## src/rtl/pipeline_stall_ctrl_pkg.sv

```systemverilog
// pipeline_stall_ctrl_pkg: stage hold encodings and sequencer state
// shared by the stall controller and anything decoding its hold vector.
package pipeline_stall_ctrl_pkg;

    typedef enum int {ST_PC, ST_IFID, ST_IDEX, ST_EXMEM, ST_MEMWB, ST_WB} stage_e;

    // A hold on stage k also holds every stage upstream of it.
    localparam logic [5:0] STALL_NONE = 6'b000000;
    localparam logic [5:0] STALL_ID   = 6'((1 << (int'(ST_IDEX) + 1)) - 1);
    localparam logic [5:0] STALL_EX   = 6'((1 << (int'(ST_EXMEM) + 1)) - 1);

    typedef enum logic [1:0] {S_IDLE, S_BUSY, S_DONE, S_FLUSH} state_e;

endpackage

```

## src/rtl/pipeline_stall_ctrl.sv

```systemverilog
// pipeline_stall_ctrl: stall/flush sequencer for the 5-stage pipeline;
// arbitrates flush > EX multi-cycle > ID load-use.
module pipeline_stall_ctrl
    import pipeline_stall_ctrl_pkg::*;
#(
    parameter int DIV_CYCLES  = 32,
    parameter int MADD_CYCLES = 2,
    parameter int CNT_W       = 6
) (
    input  logic             clk,
    input  logic             rst,
    input  logic             stallreq_id,
    input  logic             ex_mc_req,
    input  logic             ex_mc_is_div,
    input  logic             flush_req,
    input  logic [31:0]      flush_pc,
    output logic [5:0]       stall,
    output logic             flush,
    output logic [31:0]      new_pc,
    output logic [CNT_W-1:0] ex_mc_phase,
    output logic             ex_mc_done
);

    localparam logic [CNT_W-1:0] DIV_LOAD  = CNT_W'(DIV_CYCLES - 2);
    localparam logic [CNT_W-1:0] MADD_LOAD = CNT_W'(MADD_CYCLES - 2);

    state_e           state_q, state_d;
    logic [CNT_W-1:0] cnt_q, cnt_d;
    logic [31:0]      new_pc_q, new_pc_d;

    always_ff @(posedge clk) begin
        if (rst) begin
            state_q  <= S_IDLE;
            cnt_q    <= '0;
            new_pc_q <= '0;
        end else begin
            state_q  <= state_d;
            cnt_q    <= cnt_d;
            new_pc_q <= new_pc_d;
        end
    end

    // The request cycle in IDLE is the op's first EX cycle and DONE its last,
    // so BUSY spans N-2 cycles; a 2-cycle op goes straight from IDLE to DONE.
    always_comb begin
        state_d     = state_q;
        cnt_d       = cnt_q;
        new_pc_d    = new_pc_q;
        stall       = STALL_NONE;
        flush       = 1'b0;
        ex_mc_done  = 1'b0;
        ex_mc_phase = '0;
        unique case (state_q)
            S_IDLE: begin
                if (flush_req) begin
                    flush    = 1'b1;
                    new_pc_d = flush_pc;
                    state_d  = S_FLUSH;
                end else if (ex_mc_req) begin
                    stall   = STALL_EX;
                    cnt_d   = ex_mc_is_div ? DIV_LOAD : MADD_LOAD;
                    state_d = (cnt_d == '0) ? S_DONE : S_BUSY;
                end else if (stallreq_id) begin
                    stall = STALL_ID;
                end
            end
            S_BUSY: begin
                ex_mc_phase = cnt_q + CNT_W'(1);
                if (flush_req) begin
                    flush    = 1'b1;
                    cnt_d    = '0;
                    new_pc_d = flush_pc;
                    state_d  = S_FLUSH;
                end else begin
                    stall   = STALL_EX;
                    cnt_d   = cnt_q - CNT_W'(1);
                    state_d = (cnt_q <= CNT_W'(1)) ? S_DONE : S_BUSY;
                end
            end
            S_DONE: begin
                cnt_d = '0;
                if (flush_req) begin
                    flush    = 1'b1;
                    new_pc_d = flush_pc;
                    state_d  = S_FLUSH;
                end else begin
                    ex_mc_done = 1'b1;
                    state_d    = S_IDLE;
                end
            end
            default: state_d = S_IDLE;
        endcase
        if (rst) begin
            stall      = STALL_NONE;
            flush      = 1'b0;
            ex_mc_done = 1'b0;
        end
    end

    assign new_pc = new_pc_q;

endmodule

```

## config.mk

```make
export PLATFORM = sky130hd
export DESIGN_NAME = pipeline_stall_ctrl
export DESIGN_NICKNAME = d
export VERILOG_FILES = /design/src/rtl/pipeline_stall_ctrl_pkg.sv /design/src/rtl/pipeline_stall_ctrl.sv
export SDC_FILE = /design/constraint.sdc
export NUM_CORES = 1
export LEC_CHECK = 0
export ABC_AREA = 1
export CORE_MARGIN = 5
export CORE_UTILIZATION = 44
export CTS_BUF_LIST = sky130_fd_sc_hd__clkbuf_16
export CTS_CLUSTER_SIZE = 10
export DETAILED_ROUTE_END_ITERATION = 6
export GPL_ROUTABILITY_DRIVEN = 0
export HOLD_SLACK_MARGIN = 0.06
export PLACE_DENSITY = 0.82
export REMOVE_ABC_BUFFERS = 1
export SYNTH_ARGS = -nofsm -noshare
export SYNTH_HDL_FRONTEND = slang
export SYNTH_SLANG_ARGS = --single-unit
```

## constraint.sdc

```tcl
create_clock -name clk -period 3.7 [get_ports clk]
set_clock_uncertainty 0.05 [all_clocks]
set_input_delay 0.555 -clock clk [delete_from_list [all_inputs] [get_ports clk]]
set_output_delay 0.555 -clock clk [all_outputs]
set_load 0.05 [all_outputs]
```

==> out/results.tsv, run 1 <==
stage	metric	value	unit
outcome	outcome	complete, no violations	
synth	seq_area_frac_synth	43.42	%
sta	fmaxAchievable	325.4	MHz
floorplan	io_pins	84	
min_path	hp-class	register to register	
grt	grt_usage	19.79	%
floorplan	placementRows	23	
cells_and_area	layout_common_cells	79 x clkdlybuf4s50_1, 73 x nor2_1, 40 x dfxtp_1, 35 x o21ai_0, 31 x nand2_1	
synth	ys_warn_count	0	
drt	via_per_inst	4.937	
cts	postCtsHoldBufs	0	
sta	fin_setup_tns	0	ps
cells_and_area	antenna_cells	0	
synth	netlist_instances	258	
synth	ys.flop_type	dfxtp_1	
floorplan	die-area	5586	sq um
critical_path	crit_fanout	7	
sta	finalSetupViolCount	0	
critical_path	ff2ff_setup_slack	2040	ps
run	maxCapViolCount	0	
sta	period_share	83.05	%
synth	avgSynthCellArea	7.148	sq um
sta	min_period	3073	ps
grt	gr-total-overflow	0	
sta	layout_setup_ws	627.2	ps
grt	grt_antenna_before_repair	0	
place	dp_hpwl	3608	um
synth	syn_area	1844	sq um
synth	async_reset_ff_share	0	%
synth	synth_edf_count	0	
cts	clockBufferDepth	2	
floorplan	start_util	45.78	%
floorplan	die_x	74.74	um
cts	cts-root-buf	clkbuf_16	
drt	drc	0	
grt	grt_max_degree	38	
pwr	p_total	1.845	mW
drt	antenna_left	0	
drt	drtPass1Iterations	4	
cts	numClockSinks	40	
grt	grt_first_pass_wirelength	8493	um
cells_and_area	fin_nets	378	
cells_and_area	final_common_cell	clkdlybuf4s50_1	
pwr	vdd_drop_max	441.7	uV
cts	cts_tree	yes	
critical_path	end_kind	output pin	
pwr	powerDensity	661.7	nW/um^2
critical_path	arrival	2470	ps
cells_and_area	multi_input_area	887.1	sq um
synth	synth_cell_types	25	
sta	max_slew_margin	63.11	%
cts	cts.clk_slew.worst_paths	60	ps
place	io_buffers	81	
floorplan	core	4029	sq um
drt	vias	1891	
cts	htreeDepth	2	
cells_and_area	final_layout_size_suffix_gt1_share	6.006	%
floorplan	die_h	74.74	um
pwr	leakage	1.180	nW
sta	rsz0062_at_grt	no	
drt	wl_per_cell	13.17	um
cts	post-cts-setup-buffers	0	
critical_path	critPathLaunchType	primary input	
cells_and_area	fillers	349	
critical_path	critical_path_class	primary input to output pin	
cts	clk_latency	270	ps
place	dp_slack	640.6	ps
cts	cts-buffers-inserted	5	
cts	cts-resized-gates	0	
grt	grt_pass1_vias	1886	
synth	synth_seq_cells	40	
drt	drt_iter0_drc	75	
sta	hold_violations	0	
cells_and_area	regArea	800.8	sq um
sta	max_slew.worst_pin.slew	552.5	ps
drt	drt_wl_total	5045	um
critical_path	cp.required	3090	ps
cells_and_area	synthToLayoutAreaGrowth	51.22	%
sta	final_max_slew_viol_count	0	
==> routing by layer <==
layer  GRT usage, %  wire length [um]  share of wire, %
met2          29.85              2206                44
met1          23.54              2141                42
met5              0                 0                 0
met3          11.62               633                13
met4          6.719                63               1.2
==> cell usage after synthesis, types with 2 or more instances <==
library cell | number | area, sq um
nor2_1 | 73 | 274.0
dfxtp_1 | 40 | 800.8
o21ai_0 | 35 | 175.2
nand2_1 | 31 | 116.4
inv_1 | 16 | 60.06
a21oi_1 | 10 | 50.05
buf_2 | 8 | 40.04
ha_1 | 7 | 87.58
nand3_1 | 6 | 30.03
o21ai_1 | 6 | 30.03
buf_4 | 5 | 37.54
inv_2 | 3 | 11.26
a31oi_1 | 2 | 12.51
clkbuf_1 | 2 | 7.510
nand4_1 | 2 | 12.51
nor2_2 | 2 | 12.51
xor2_1 | 2 | 17.52
==> report_power, final <==
part,switching (mW),internal [mW],total [mW]
clock,0.152,0.242,0.393
sequential,0.0808,0.510,0.591
combinational,0.563,0.298,0.861
total,0.796,1.05,1.85
==> worst paths after layout <==
check	start	endpoint	cells after the start
worst max-delay path	flush_req	stall[1]	5
worst min-delay path	new_pc[16]	new_pc[16]	2
worst max register to register	state_q[0]	cnt_q[2]	7
worst min register to register	new_pc[16]	new_pc[16]	2
==> final cells by class <==
cell class	instances	share of cell area, %
clock inverter	2	0.3140
multi-input combinational	184	31.81
timing repair buffer	83	29.88
clock buffer	5	4.486
inverter	19	2.557
sequential	40	28.71
tap	50	2.243
==> worst max-delay path, cell delays in order <==
cell and delay, ps:
clkdlybuf4s50_1 500, inv_2 170, nand2_1 120, a31oi_1 270, clkdlybuf4s50_1 850
==> through the flow <==
step / cell area [sq um] / std cells / utilization (%) / hold WS (ps)
final: 2789 / 383 / 69.22 / 454.8
after global routing: 2789 / 383 / 69.22 / 488.6
after global placement: 2655 / 376 / 65.90 / 425.0
after CTS: 2789 / 383 / 69.22 / 454.3
after floorplan: 1759 / 243 / - / 420.3
after detailed placement: 2655 / 376 / 65.90 / 437.6
==> flip-flops by register name, summed over array words and instances (netlist names) <==
name     flops
cnt_q        6
new_pc      32
state_q      2
==> cells by family after synthesis <==
| family | after synthesis | synth area share (%) |
|---|---|---|
| AOI/OAI and AO/OA | 55 | 15.88 |
| xor gates and xnor gates | 2 | 0.9500 |
| adders and majority gates | 7 | 4.749 |
| buffers and inverters | 35 | 8.684 |
| DFF | 40 | 43.42 |
| other | 1 | 0.2033 |
| and+or+nand+nor | 118 | 26.12 |
(Power assumes the default switching activity.)
==> inputs of run 2 (changes only) <==
- CORE_UTILIZATION: 44 -> 37
- PLACE_DENSITY: 0.82 -> 0.74
- clock period: 3.7 -> 2.6 ns (I/O delays scaled with it)
==> out/results.tsv, run 2 (synthesized netlist as in run 1, its figures left out) <==
stage	metric	value	unit
outcome	outcome	complete, no violations	
cts	cts-buffers-inserted	5	
grt	gr-total-overflow	0	
critical_path	crit_fanout	6	
grt	grt_first_pass_wirelength	8273	um
sta	hold_violations	0	
grt	grt_antenna_before_repair	0	
place	io_buffers	81	
critical_path	cp.required	2160	ps
sta	max_slew_margin	64.02	%
cells_and_area	fin_nets	381	
drt	drtPass1Iterations	4	
critical_path	path_cells	inv_1 > ha_1 > o21ai_0 > nor2_1 > clkdlybuf4s50_1	
cells_and_area	final_layout_size_suffix_gt1_share	8.333	%
critical_path	arrival	1980	ps
drt	antenna_left	0	
sta	min_period	2417	ps
floorplan	start_util	38.54	%
cells_and_area	synthToLayoutAreaGrowth	56.58	%
drt	vias	1862	
cells_and_area	final_common_cell	nor2_1	
min_path	hp-class	register to register	
cts	cts_tree	yes	
sta	hold_slack	458.0	ps
cts	clockBufferDepth	2	
floorplan	placementRows	25	
cts	postCtsHoldBufs	0	
sta	max_slew.worst_pin.slew	538.0	ps
critical_path	critPathLaunchType	register	
run	maxCapViolCount	0	
cells_and_area	utilization	60.34	%
floorplan	core	4786	sq um
drt	drc	0	
cells_and_area	finalNonFillerCells	403	
cts	clk_latency	270	ps
critical_path	critical_path_class	register to output pin	
sta	period_share	92.95	%
sta	fmaxAchievable	413.8	MHz
pwr	p_int	1.539	mW
grt	grt_max_degree	38	
drt	wl_per_cell	12.48	um
min_path	whs_path_depth	2	
cells_and_area	fillers	435	
floorplan	die_x	80.60	um
sta	rsz0062_at_grt	no	
drt	drt_iter0_drc	72	
cts	cts-root-buf	clkbuf_16	
grt	grt_usage	16.28	%
cts	htreeDepth	2	
cts	numClockSinks	40	
critical_path	end_kind	output pin	
pwr	sw_frac_of_total	42.66	%
cts	cts.clk_slew.worst_paths	60	ps
pwr	power_frac_clock	21.0	%
pwr	power_frac_seq	31.2	%
cells_and_area	largest_reg_flops	32	
pwr	combPwrFrac	47.7	%
cells_and_area	antenna_cells	0	
critical_path	crit_slowest_cell	clkdlybuf4s50_1	
pwr	leakage	1.257	nW
floorplan	die-area	6496	sq um
critical_path	slowest_delay	800	ps
cells_and_area	layout_common_cells	73 x nor2_1, 72 x clkdlybuf4s50_1, 40 x dfxtp_1, 35 x o21ai_0, 31 x nand2_1	
grt	grt_pass1_vias	1868	
floorplan	die_h	80.60	um
critical_path	rr_worst_depth	7	
drt	via_per_inst	4.620	
pwr	powerDensity	929.7	nW/um^2
sta	finalSetupViolCount	0	
floorplan	io_pins	84	
pwr	netSwitchingPower	1.145	mW
place	dp.cells	396	
place	dp_hpwl	3672	um
sta	final_max_slew_viol_count	0	
pwr	vdd_drop_max	544.9	uV
drt	drt_wl_total	5028	um
## run 2: worst paths after layout
check,slack [ps],endpoint,startpoint
worst max register to register,1000,cnt_q[4],state_q[0]
worst min-delay path,460,new_pc[2],new_pc[2]
worst min register to register,460,new_pc[2],new_pc[2]
worst max-delay path,180,ex_mc_phase[2],state_q[1]
## run 2: final cells by class
class	instances	area, sq um	area share, %
multi-input cells	184	887.1	30.72
repair buffers	86	910.9	31.54
flip-flops and latches	40	800.8	27.73
inverters	19	71.32	2.470
well taps	67	83.83	2.903
clock inverters	2	8.758	0.3033
clock buffers	5	125.1	4.333
## run 2: per-layer routing
layer | GRT usage, % | share of wire, % | vias to the layer above
met3 | 9.865 | 14 | 4
met2 | 26.74 | 44 | 67
li1 | - | - | 965
met1 | 17.60 | 42 | 826
met4 | 4.392 | 0.76 | 0
met5 | 0 | 0 | -
## run 2: worst max-delay path: cells and delay by family (launching register included)
kind                       cells  cell delay (ps)
DFF                            1              330
AOI/OAI and AO/OA              1              120
and+or+nand+nor                1              100
adders and majority gates      1              270
buffers and inverters          2              880
## run 2: power groups by stage
stage / clock network, mW / registers [mW] / logic (mW)
4_1_cts: 0.577 / 0.838 / 1.29
3_5_place_dp: 0 / 0.848 / 1.29
3_3_place_gp: 0 / 0.841 / 1.27
2_1_floorplan: 0 / 1.02 / 0.667
5_1_grt: 0.610 / 0.859 / 1.40
6_report: 0.565 / 0.838 / 1.28
## run 2: per-stage QoR
step | setup TNS [ps] | total power [mW] | cell area [sq um] | worst slack, ps
final | 0 | 2.685 | 2888 | 183.3
after floorplan | -3105 | 1.689 | 1759 | -1035
after CTS | 0 | 2.705 | 2883 | 99.40
after detailed placement | 0 | 2.134 | 2749 | 402.3
after global placement | 0 | 2.113 | 2749 | 420.2
after global routing | 0 | 2.871 | 2888 | 15.41
## run 2: repair_timing
item,in CTS,in global routing
buffers inserted,0,0
endpoints found under the setup margin,0,2
gates resized for setup,0,2
==> inputs of run 3 (changes only) <==
- ABC_CLOCK_PERIOD_IN_PS: unset -> 2600
==> results of run 3 <==
The final DEF is identical to that of run 2; final timing and power are the same.
